==> src/rtl/stream_share2.sv <==
// stream_share2: round-robin sharing of one stream kernel between requesters A and B, with results returned in order using a tag FIFO
module stream_share2 #(
  parameter int WIDTH = 8,
  parameter int DEPTH = 4
) (
  input  logic             clk,
  input  logic             nrst,
  input  logic             a_in_valid,
  output logic             a_in_ready,
  input  logic [WIDTH-1:0] a_in_data,
  output logic             a_out_valid,
  input  logic             a_out_ready,
  output logic [WIDTH-1:0] a_out_data,
  input  logic             b_in_valid,
  output logic             b_in_ready,
  input  logic [WIDTH-1:0] b_in_data,
  output logic             b_out_valid,
  input  logic             b_out_ready,
  output logic [WIDTH-1:0] b_out_data,
  output logic             k_in_valid,
  input  logic             k_in_ready,
  output logic [WIDTH-1:0] k_in_data,
  input  logic             k_out_valid,
  output logic             k_out_ready,
  input  logic [WIDTH-1:0] k_out_data,
  output logic             busy,
  output logic             err
);
  localparam int AW = $clog2(DEPTH);
  logic [DEPTH-1:0] tag_q, tag_d;
  logic [AW-1:0] wp_q, wp_d, rp_q, rp_d;
  logic [AW:0] cnt_q, cnt_d;
  logic prio_q, prio_d, err_q, err_d;
  logic full, empty, gnt_a, gnt_b, head, push, pop;
  always_comb begin
    full = cnt_q == (AW+1)'(DEPTH);
    empty = cnt_q == '0;
    gnt_a = a_in_valid & (!b_in_valid | !prio_q);
    gnt_b = b_in_valid & (!a_in_valid | prio_q);
    k_in_valid = (gnt_a | gnt_b) & !full;
    k_in_data = gnt_b ? b_in_data : a_in_data;
    a_in_ready = gnt_a & k_in_ready & !full;
    b_in_ready = gnt_b & k_in_ready & !full;
    push = k_in_valid & k_in_ready;
    head = tag_q[rp_q];
    a_out_valid = k_out_valid & !empty & !head;
    b_out_valid = k_out_valid & !empty & head;
    a_out_data = k_out_data;
    b_out_data = k_out_data;
    k_out_ready = !empty & (head ? b_out_ready : a_out_ready);
    pop = k_out_valid & k_out_ready;
    tag_d = tag_q;
    if (push) tag_d[wp_q] = gnt_b;
    wp_d = wp_q + AW'(push);
    rp_d = rp_q + AW'(pop);
    cnt_d = cnt_q + (AW+1)'(push) - (AW+1)'(pop);
    prio_d = push ? !gnt_b : prio_q;
    err_d = err_q | (k_out_valid & empty);
    busy = !empty;
    err = err_q;
  end
  always_ff @(posedge clk or negedge nrst) begin
    if (!nrst) begin
      tag_q <= '0;
      wp_q <= '0;
      rp_q <= '0;
      cnt_q <= '0;
      prio_q <= 1'b0;
      err_q <= 1'b0;
    end else begin
      tag_q <= tag_d;
      wp_q <= wp_d;
      rp_q <= rp_d;
      cnt_q <= cnt_d;
      prio_q <= prio_d;
      err_q <= err_d;
    end
  end
endmodule

==> config.mk <==
export PLATFORM = sky130hd
export DESIGN_NAME = stream_share2
export DESIGN_NICKNAME = d
export VERILOG_FILES = /design/src/rtl/stream_share2.sv
export SDC_FILE = /design/constraint.sdc
export NUM_CORES = 1
export LEC_CHECK = 0
export CORE_MARGIN = 4
export CORE_UTILIZATION = 31
export CTS_CLUSTER_DIAMETER = 150
export DETAILED_ROUTE_END_ITERATION = 12
export PLACE_DENSITY = 0.78
export RECOVER_POWER = 25
export REMOVE_ABC_BUFFERS = 1
export SLEW_MARGIN = 20
export SYNTH_ARGS = -nofsm -noshare
export SYNTH_HDL_FRONTEND = slang
export SYNTH_SLANG_ARGS = --single-unit
==> constraint.sdc <==
create_clock -name clk -period 2.5 [get_ports clk]
set_clock_uncertainty 0.2 [all_clocks]
set_input_delay 0.5 -clock clk [delete_from_list [all_inputs] [get_ports clk]]
set_output_delay 0.5 -clock clk [all_outputs]
set_load 0.01 [all_outputs]
; Word level (Yosys, flattened, before mapping)
; Cells that the tools add are included.
[word_totals]
word_cells = 48
mem_count = 0
reg_bits = 13
latchBits = 0
mem_bits_rw = 0
rom_bits = 0
[op_classes]
n_mul = 0
n_mux = 7
n_shift = 0
eq_ne = 1
add_sub_neg = 4
n_bitwise = 18
n_reduce_logical = 9
div_mod_pow = 0
magnitude_cmp = 3
[ops]
columns = operator, n
row1 = 1-bit bitwise AND, 14
row2 = 8-bit two-way mux, 1
row3 = 1-bit logical NOT, 7
row4 = "2-bit by 3-bit < comparator with 1-bit output, second input constant", 2
row5 = 2-bit by 1-bit adder with 2-bit output, 2
row6 = 4-bit bitwise mux, 1
row7 = 1-bit bitwise OR, 4
row8 = 3-bit by 1-bit adder with 3-bit output, 1
row9 = "3-bit == test, second input constant", 1
row10 = 3-bit logical NOT, 1
row11 = 1-bit two-way mux, 3
row12 = 3-bit by 1-bit subtractor with 3-bit output, 1
row13 = 1-bit binary-select mux with 2-bit select, 1
row14 = 1-bit demux with 2-bit select, 1
row15 = "2-bit by 1-bit greater-or-equal comparator with 1-bit output, second input constant", 1
row16 = 1-bit logical AND, 1

; Longest topological paths before layout
; Gate-level depths: netlist (run 1).
[logic_depth]
ltp_word = 8
mapped_depth = 10
mapped_depth_nobuf = 10

; Worst setup path before layout (run 1)
; No wires, ideal clock.
[synth_timing]
path_kind = flip-flop to flip-flop
start = register rp_q[0]
end = register cnt_q[2]
slack_ns = -0.040
setup_time_ns = 0.125
arrival_ns = 2.215
stages_incl_launch_ff = 10
required_time_ns = 2.175
synth_period_minus_slack_ns = 2.540
cell_sequence = dfrtp_1 mux4_2 mux2i_2 nor2_2 xnor2_1 ha_1 inv_1 fa_1 xnor2_1 xnor2_1
[synth_via]
elab_chain_cells = 6
[synth_rtl]
columns = element, line
row1 = "start, declared", 31  ; logic [AW-1:0] wp_q, wp_d, rp_q, rp_d;
row2 = "start signal, assigned", 73  ; rp_q <= rp_d;
row3 = 1-bit binary-select mux with 2-bit select, 45  ; head = tag_q[rp_q];
row4 = 1-bit two-way mux (implied by the code), 45
row5 = 1-bit two-way mux, 50  ; k_out_ready = !empty & (head ? b_out_ready : a_out_ready);
row6 = 1-bit bitwise AND, 50
row7 = 1-bit bitwise AND, 51  ; pop = k_out_valid & k_out_ready;
row8 = 3-bit by 1-bit subtractor with 3-bit output, 56  ; cnt_d = cnt_q + (AW+1)'(push) - (AW+1)'(pop);
row9 = via cnt_d[2], 32  ; logic [AW:0] cnt_q, cnt_d;
row10 = "end signal, assigned", 74  ; cnt_q <= cnt_d;
row11 = "end, declared", 32
; The timed path passes the listed nets, and every way through them passes these cells. The select of a mux whose other input is x is not followed.
; A chain may end at the register's enable or synchronous reset.

; Worst setup path after layout (run 1)
; Same ends and word-level chain as after synthesis.

==> results of run 1 <==
-- state kept, by name, summed over array words and instances (netlist names) --
name    count
cnt_q       3
err         1
prio_q      1
rp_q        2
tag_q       4
wp_q        2
-- layout make-up --
class | count | share of cell area
Timing Repair Buffer | 64 | 0.394
Multi-Input combinational cell | 49 | 0.318
Clock buffer | 4 | 0.0181
Tap cell | 31 | 0.0267
Sequential cell | 13 | 0.224
Inverter | 7 | 0.0181
-- how the worst min path moves through the flow --
stage / start / to / slack [ns] / cells after the start
2_1_floorplan: nrst / cnt_q[0]$_DFF_PN0_ / 0.004 / 0
3_3_place_gp: err$_DFF_PN0_ / err$_DFF_PN0_ / 0.24 / 1
3_5_place_dp: err$_DFF_PN0_ / err$_DFF_PN0_ / 0.27 / 1
4_1_cts: err$_DFF_PN0_ / err$_DFF_PN0_ / 0.28 / 1
5_1_grt: err$_DFF_PN0_ / err$_DFF_PN0_ / 0.31 / 1
6_report: err$_DFF_PN0_ / err$_DFF_PN0_ / 0.28 / 1
-- through the flow --
stage | setup WS (ns) | utilization | cells | power, mW
final | -0.0644 | 0.526 | 168 | 1.42
after global routing | -0.147 | 0.526 | 168 | 1.53
after CTS | -0.115 | 0.507 | 165 | 1.34
after detailed placement | -0.398 | 0.472 | 154 | 1.12
after global placement | -0.397 | 0.472 | 154 | 1.07
after floorplan | -0.0397 | - | 69 | 0.769
-- where the power goes --
group | internal (mW) | total (mW) | leakage, nW | switching (mW)
logic | 0.526 | 0.873 | 0.507 | 0.347
registers | 0.319 | 0.419 | 0.154 | 0.0999
clock network | 0.0618 | 0.127 | 0.0150 | 0.0652
-- synthesized netlist by cell type (all sizes together) (2+ instances only) --
cell | number | area, sq um
o41ai | 2 | 17.5
xor2 | 3 | 26.3
nor2 | 4 | 17.5
inv | 7 | 26.3
ha | 2 | 25.0
o31ai | 3 | 22.5
o21ai | 5 | 25.0
dfrtp | 13 | 325
mux2 | 8 | 90.1
buf | 17 | 125
nand2 | 5 | 18.8
nor3 | 2 | 10.0
xnor2 | 3 | 26.3
-- layer usage --
metal	vias to the layer above	wire length [um]
met5	-	0
met4	0	33
met3	4	341
met2	67	1400
met1	390	750
li1	379	-
-- worst register-to-register path, stage by stage, from the launching register on --
cell,delay [ns]
sky130_fd_sc_hd__dfrtp_1,0.38
sky130_fd_sc_hd__mux4_2,0.57
sky130_fd_sc_hd__mux2i_4,0.23
sky130_fd_sc_hd__nor2_4,0.12
sky130_fd_sc_hd__xnor2_2,0.13
sky130_fd_sc_hd__ha_2,0.19
sky130_fd_sc_hd__inv_2,0.03
sky130_fd_sc_hd__fa_2,0.35
sky130_fd_sc_hd__xnor2_2,0.14
sky130_fd_sc_hd__xnor2_1,0.12
-- placed cells by master (no fill, tap or decap), types with 2 or more instances in the layout --
cell type / n
sky130_fd_sc_hd__buf_4: 21
sky130_fd_sc_hd__clkdlybuf4s50_1: 23
sky130_fd_sc_hd__xor2_1: 3
sky130_fd_sc_hd__dfrtp_1: 13
sky130_fd_sc_hd__mux2_2: 8
sky130_fd_sc_hd__o41ai_1: 2
sky130_fd_sc_hd__buf_6: 6
sky130_fd_sc_hd__clkbuf_4: 3
sky130_fd_sc_hd__xnor2_2: 2
sky130_fd_sc_hd__inv_1: 5
sky130_fd_sc_hd__o31ai_1: 3
sky130_fd_sc_hd__dlygate4sd2_1: 9
sky130_fd_sc_hd__nand2_1: 5
sky130_fd_sc_hd__nor2_1: 3
sky130_fd_sc_hd__o21ai_0: 4
sky130_fd_sc_hd__buf_2: 2
sky130_fd_sc_hd__inv_2: 2
-- logic make-up after synthesis --
kind of cell	share of synthesized area
fa+ha+maj	0.0507
mux	0.142
buf+inv	0.175
simple gates	0.117
xor+xnor	0.0592
compound gates	0.0901
flops	0.366
-- timing repair --
item / in CTS / in global routing
pin swaps: 3 / 4
endpoints found under the setup margin: 15 / 15
gates cloned: 1 / 0
buffers inserted: 6 / 3
gates resized for setup: 42 / 10
==> metrics.txt, run 1 <==
outcome complete, but fails checks; violations in the final reports setup timing; reg-to-reg slack, setup -0.06 ns; relative slew slack 0.627; proportion of register bits with asynchronous set or reset after synthesis 1.00; H-tree levels 1; crit share post-route 1.03; capturing element type of the critical path register; class of the worst hold path register to register; capture point of the worst path cnt_q[2]$_DFF_PN0_; sum of negative setup slack -0.0949 ns; Setup crit start kind register; CP dominant cell by count sky130_fd_sc_hd__xnor2_2; Reg2Reg Capture Point cnt_q[2]$_DFF_PN0_; first element of the critical path rp_q[0]$_DFF_PN0_; clock insertion delay at the later pin of the skew report 0.27 ns; total area of sequential cells 325 sq um; critical path start-end classification register to register; Placer Congestion 0.696; Worst Path Required 2.46 ns; number of antenna violations at the first check in global routing 0; maximum number of pins on one net before global-route repair 14; net count reported at finish 173; areal power density over the cells 978 nW/um^2; First DRT Iteration DRCs 12; shortest period the worst path allows 2.56 ns; Critical Path, Cell by Cell mux4_2 > mux2i_4 > nor2_4 > xnor2_2 > ha_2 > inv_2 > fa_2 > xnor2_2 > xnor2_1; placed wire-length estimate after detailed placement 1.89 mm; upper clock frequency limit 390 MHz; DRT Pass-1 Iters 4; CTS tree done; delay of the slowest critical-path stage 0.57 ns; final routed DRC violation total 0; kind of cell adding the most delay to the critical path multiplexers; Ports 64; TritonCTS sink count 13; die area 3790 sq um; Die Wd 61.5 um; clock buffer count from CTS 3; first-pass GRT wire length 3.80 mm; most used routing layer in global routing met2; met1 layer usage reported by global route 0.120; reported max-cap violation count 0; root buffer cell sky130_fd_sc_hd__clkbuf_4; Syn Std Cell Area 888 sq um; Placement Cell Area 1300 sq um; flops & latches, synth 13; maximum root-to-sink buffer count 2; number of slew-limit violations in the final report 0; DIE HEIGHT 61.5 um; overflow left after global routing 0; met3 Resource Use GR 0.0860; remaining antenna violation count 0; count of cell instances traversed by the critical path 9; layout filler cell count 264; cell at the slowest stage of the critical path sky130_fd_sc_hd__mux4_2; met2 Resource Use GR 0.260; Reg clk slew, reported paths 0.08 ns; mean cell area of the mapped netlist 10.2 sq um; FP Rows 19; total core area 2760 sq um; Post-synth EDFFs 0; endpoint arrival time on the critical path 2.53 ns; Via-to-Cell Ratio 5.00; Avg WL per Cell 15.0 um; final design instance area without fill 1450 sq um; worst reg2reg path depth 9; number of port buffers 39; worst-path fanout max 2; buffering stage count on the worst path with inverters included 1; ys flop type sky130_fd_sc_hd__dfrtp_1; number of distinct library cell variants in the gate-level netlist after synthesis 28; Worst VDD drop 623 uV; least setup slack across all paths after layout -0.0644 ns; Final Setup Violations 2; Worst Max-Slew Pin Slew 0.558 ns; multi-input logic area 462 sq um; static leakage 0.677 nW; via count of the first global-routing pass 918; unrepaired setup endpoints after global routing yes; number of inserted diodes 0; starting utilization of the core area 0.322; number of hold violations in the final report 0; fraction of final layout cells with drive strength greater than 1 0.416; GRT Overall Usage 0.139; Post-Route WL 2.52 mm; CTS hold repair buffers 0; worst-case hold slack 0.275 ns; source of the worst register-to-register timing path rp_q[0]$_DFF_PN0_; area growth from synthesis to layout 63.2%; total number of vias 840; Ys Warns 0; post-synthesis cell count 87; proportion of synthesized chip area in sequential cells 0.366
Note: power is estimated with default switching activity, not from simulation.
==> run 2, diff against run 1 <==
--- a/config.mk
+++ b/config.mk
@@ -5,13 +5,16 @@
 export SDC_FILE = /design/constraint.sdc
 export NUM_CORES = 1
 export LEC_CHECK = 0
+export ABC_AREA = 1
 export CORE_MARGIN = 4
-export CORE_UTILIZATION = 31
+export CORE_UTILIZATION = 32
 export CTS_CLUSTER_DIAMETER = 150
 export DETAILED_ROUTE_END_ITERATION = 12
-export PLACE_DENSITY = 0.78
+export GPL_TIMING_DRIVEN = 0
+export PLACE_DENSITY = 0.79
 export RECOVER_POWER = 25
 export REMOVE_ABC_BUFFERS = 1
+export SKIP_CTS_REPAIR_TIMING = 1
 export SLEW_MARGIN = 20
 export SYNTH_ARGS = -nofsm -noshare
 export SYNTH_HDL_FRONTEND = slang
==> run 2 against run 1 <==
- the flow now finishes without violations
- non-clock buffer count down 20
- synthesized area up 5.6%
- power down 12%
- maximum frequency up 5.3%
- setup slack better by 0.13 ns
- clock power up 5%
- sequential share of layout area up 1.4 points
- wire length down 17%
- critical path depth down 4
- die area up 2.0%
- critical endpoint is now k_in_valid
==> metrics.txt, run 2 <==
outcome finished clean; Ys Warns 0 (unchanged); capturing element type of the critical path output pin; GRT Overall Usage 0.113 (-0.0260); class of the worst hold path register to register; sum of negative setup slack 0 ns (+0.0949 ns); reg-to-reg slack, setup 0.19 ns (+0.25 ns); relative slew slack 0.625 (-0.00160); starting utilization of the core area 0.337 (+0.0152); areal power density over the cells 909 nW/um^2 (-7.1%); area share of the largest cell type after synthesis 0.347 (-0.0195); Top Registers tag_q: 4 flops, cnt_q: 3 flops; pre-CTS setup slack -0.862 ns (-0.463 ns); critical path start-end classification primary input to output pin; top library cells by usage in the layout, fill and taps aside sky130_fd_sc_hd__nand2_1 (48), sky130_fd_sc_hd__clkdlybuf4s50_1 (24), sky130_fd_sc_hd__dlymetal6s2s_1 (15); leading post-synthesis cells by instance count sky130_fd_sc_hd__nand2_1 (49), sky130_fd_sc_hd__buf_4 (16), sky130_fd_sc_hd__dfrtp_1 (13), sky130_fd_sc_hd__inv_1 (11), sky130_fd_sc_hd__nand3_1 (9); proportion of synthesized chip area in sequential cells 0.347 (-0.0195); mean cell area of the mapped netlist 7.11 sq um (-30%); final routed DRC violation total 0 (unchanged); most repeated cell in the gate-level netlist after synthesis sky130_fd_sc_hd__nand2_1; worst-path fanout max 2 (unchanged); DIE HEIGHT 62.2 um (+1.0%); Reg clk slew, reported paths 0.09 ns (about the same); maximum root-to-sink buffer count 2 (unchanged); area growth from synthesis to layout 45.9%; fraction of the mapped netlist area in simple logic gates 0.327 (+0.210); post-synthesis adder-cell area fraction 0.0480 (-0.00270); remaining antenna violation count 0 (unchanged); Via-to-Cell Ratio 4.73 (-5.4%); die area 3860 sq um (+2.0%); endpoint arrival time on the critical path 1.74 ns (-0.79 ns); fraction of final layout cells with drive strength greater than 1 0.148 (-0.268); area fraction in compound gates after synthesis 0.0547 (-0.0355); number of hold violations in the final report 0 (unchanged); number of distinct library cell variants in the gate-level netlist after synthesis 22 (-21%); First DRT Iteration DRCs 50 (+38); combinational family with the most area after synthesis simple AND/OR/NAND/NOR gates; Worst VDD drop 676 uV (+8.6%); Avg WL per Cell 10.9 um (-27%); ys flop type sky130_fd_sc_hd__dfrtp_1; static leakage 0.832 nW (+23%); clock insertion delay at the later pin of the skew report 0.28 ns (about the same); Die Wd 62.2 um (+1.0%); number of inserted diodes 0 (unchanged); number of antenna violations at the first check in global routing 0 (unchanged); top area cells in the synthesized netlist sky130_fd_sc_hd__dfrtp_1 (35%), sky130_fd_sc_hd__nand2_1 (20%), sky130_fd_sc_hd__buf_4 (13%); upper clock frequency limit 411 MHz (+5.3%); Final Setup Violations 0 (-2); Worst Max-Slew Pin Slew 0.560 ns (+0.00239 ns); maximum number of pins on one net before global-route repair 14 (unchanged); reported max-cap violation count 0 (unchanged); CTS tree done; Syn Std Cell Area 938 sq um (+5.6%); largest register by flop count tag_q; proportion of register bits with asynchronous set or reset after synthesis 1.00 (unchanged); worst-case hold slack 0.277 ns (+0.00171 ns); shortest period the worst path allows 2.44 ns (-0.129 ns); net count reported at finish 198 (+14%); clock buffer count from CTS 3 (unchanged); placed wire-length estimate after detailed placement 1.71 mm (-9.4%); TritonCTS sink count 13 (unchanged); Post-synth EDFFs 0 (unchanged); final core occ 0.492 (-0.0337); FP Rows 19 (unchanged); leading area contributor after synthesis sky130_fd_sc_hd__dfrtp_1; Final Total Pwr 1.24 mW (-12%); number of slew-limit violations in the final report 0 (unchanged); first-pass GRT wire length 3.64 mm (-4.2%); total number of vias 913 (+8.7%); Post-Route WL 2.11 mm (-17%); most common cell after layout, fill and taps aside sky130_fd_sc_hd__nand2_1; DRT Pass-1 Iters 4 (unchanged); overflow left after global routing 0 (unchanged); crit share post-route 0.974 (-0.0517); flops & latches, synth 13 (unchanged); post-synthesis cell count 132 (+52%); Ports 64 (unchanged); root buffer cell sky130_fd_sc_hd__clkbuf_4; Setup crit start kind primary input; share of synthesized area spent on multiplexers 0 (-0.142); total core area 2780 sq um (+0.86%); number of port buffers 39 (unchanged); via count of the first global-routing pass 889 (-3.2%); least setup slack across all paths after layout 0.0648 ns (+0.129 ns); number of flip-flops in the largest register 4 (unchanged); Worst Path Required 1.80 ns (-0.66 ns); H-tree levels 1 (unchanged); Post-Synth XOR/XNOR Area 0.0187 (-0.0405); Placer Congestion 0.757 (+8.8%)
-- run 2: layer usage --
layer	global-route usage	routed length, um	vias up
met3	0.0901	321	4
met2	0.193	1000	56
met4	0.0271	26	0
li1	-	-	451
met5	0	0	-
met1	0.103	753	402
-- run 2: through the flow --
step	std cells	instance area [sq um]
after global routing	193	1370
after detailed placement	184	1240
after CTS	188	1270
after floorplan	114	811
after global placement	184	1240
final	193	1370
-- run 2: area by class of cell --
type	count	area [sq um]
tap	31	38.8
fill	272	1410
inverter	17	67.6
multi-input combinational	84	439
clock inverter	1	5.00
clock buffer	3	22.5
sequential	13	327
timing repair buffer	44	469
-- run 2: power breakdown --
part           switching (mW)  internal, mW  leakage (nW)
logic                   0.372         0.339         0.662
registers              0.0853         0.315         0.152
clock network          0.0733        0.0593        0.0177
-- run 2: path summary, 6_finish.rpt --
check	from	end	depth (start not counted)
worst max-delay path	b_in_valid	k_in_valid	5
max in group asynchronous	nrst	rp_q[0]$_DFF_PN0_	1
min in group asynchronous	nrst	err$_DFF_PN0_	1
worst min register to register	err$_DFF_PN0_	err$_DFF_PN0_	1
worst max register to register	cnt_q[1]$_DFF_PN0_	cnt_q[2]$_DFF_PN0_	12
worst min-delay path	err$_DFF_PN0_	err$_DFF_PN0_	1
-- run 2: critical path, cell delays in order --
cell                              delay, ns
sky130_fd_sc_hd__clkdlybuf4s50_1       0.47
sky130_fd_sc_hd__inv_2                 0.05
sky130_fd_sc_hd__nand2_1               0.05
sky130_fd_sc_hd__o21a_1                0.13
sky130_fd_sc_hd__clkdlybuf4s50_1       0.54
-- run 2: cell families (layout without fill, tap and decap cells) --
logic type | count (synthesis) | after routing
buffers and inverters | 35 | 65
xor gates and xnor gates | 2 | 2
DFF | 13 | 13
adders and majority gates | 3 | 3
and+or+nand+nor | 70 | 70
AOI/OAI and AO/OA | 9 | 9
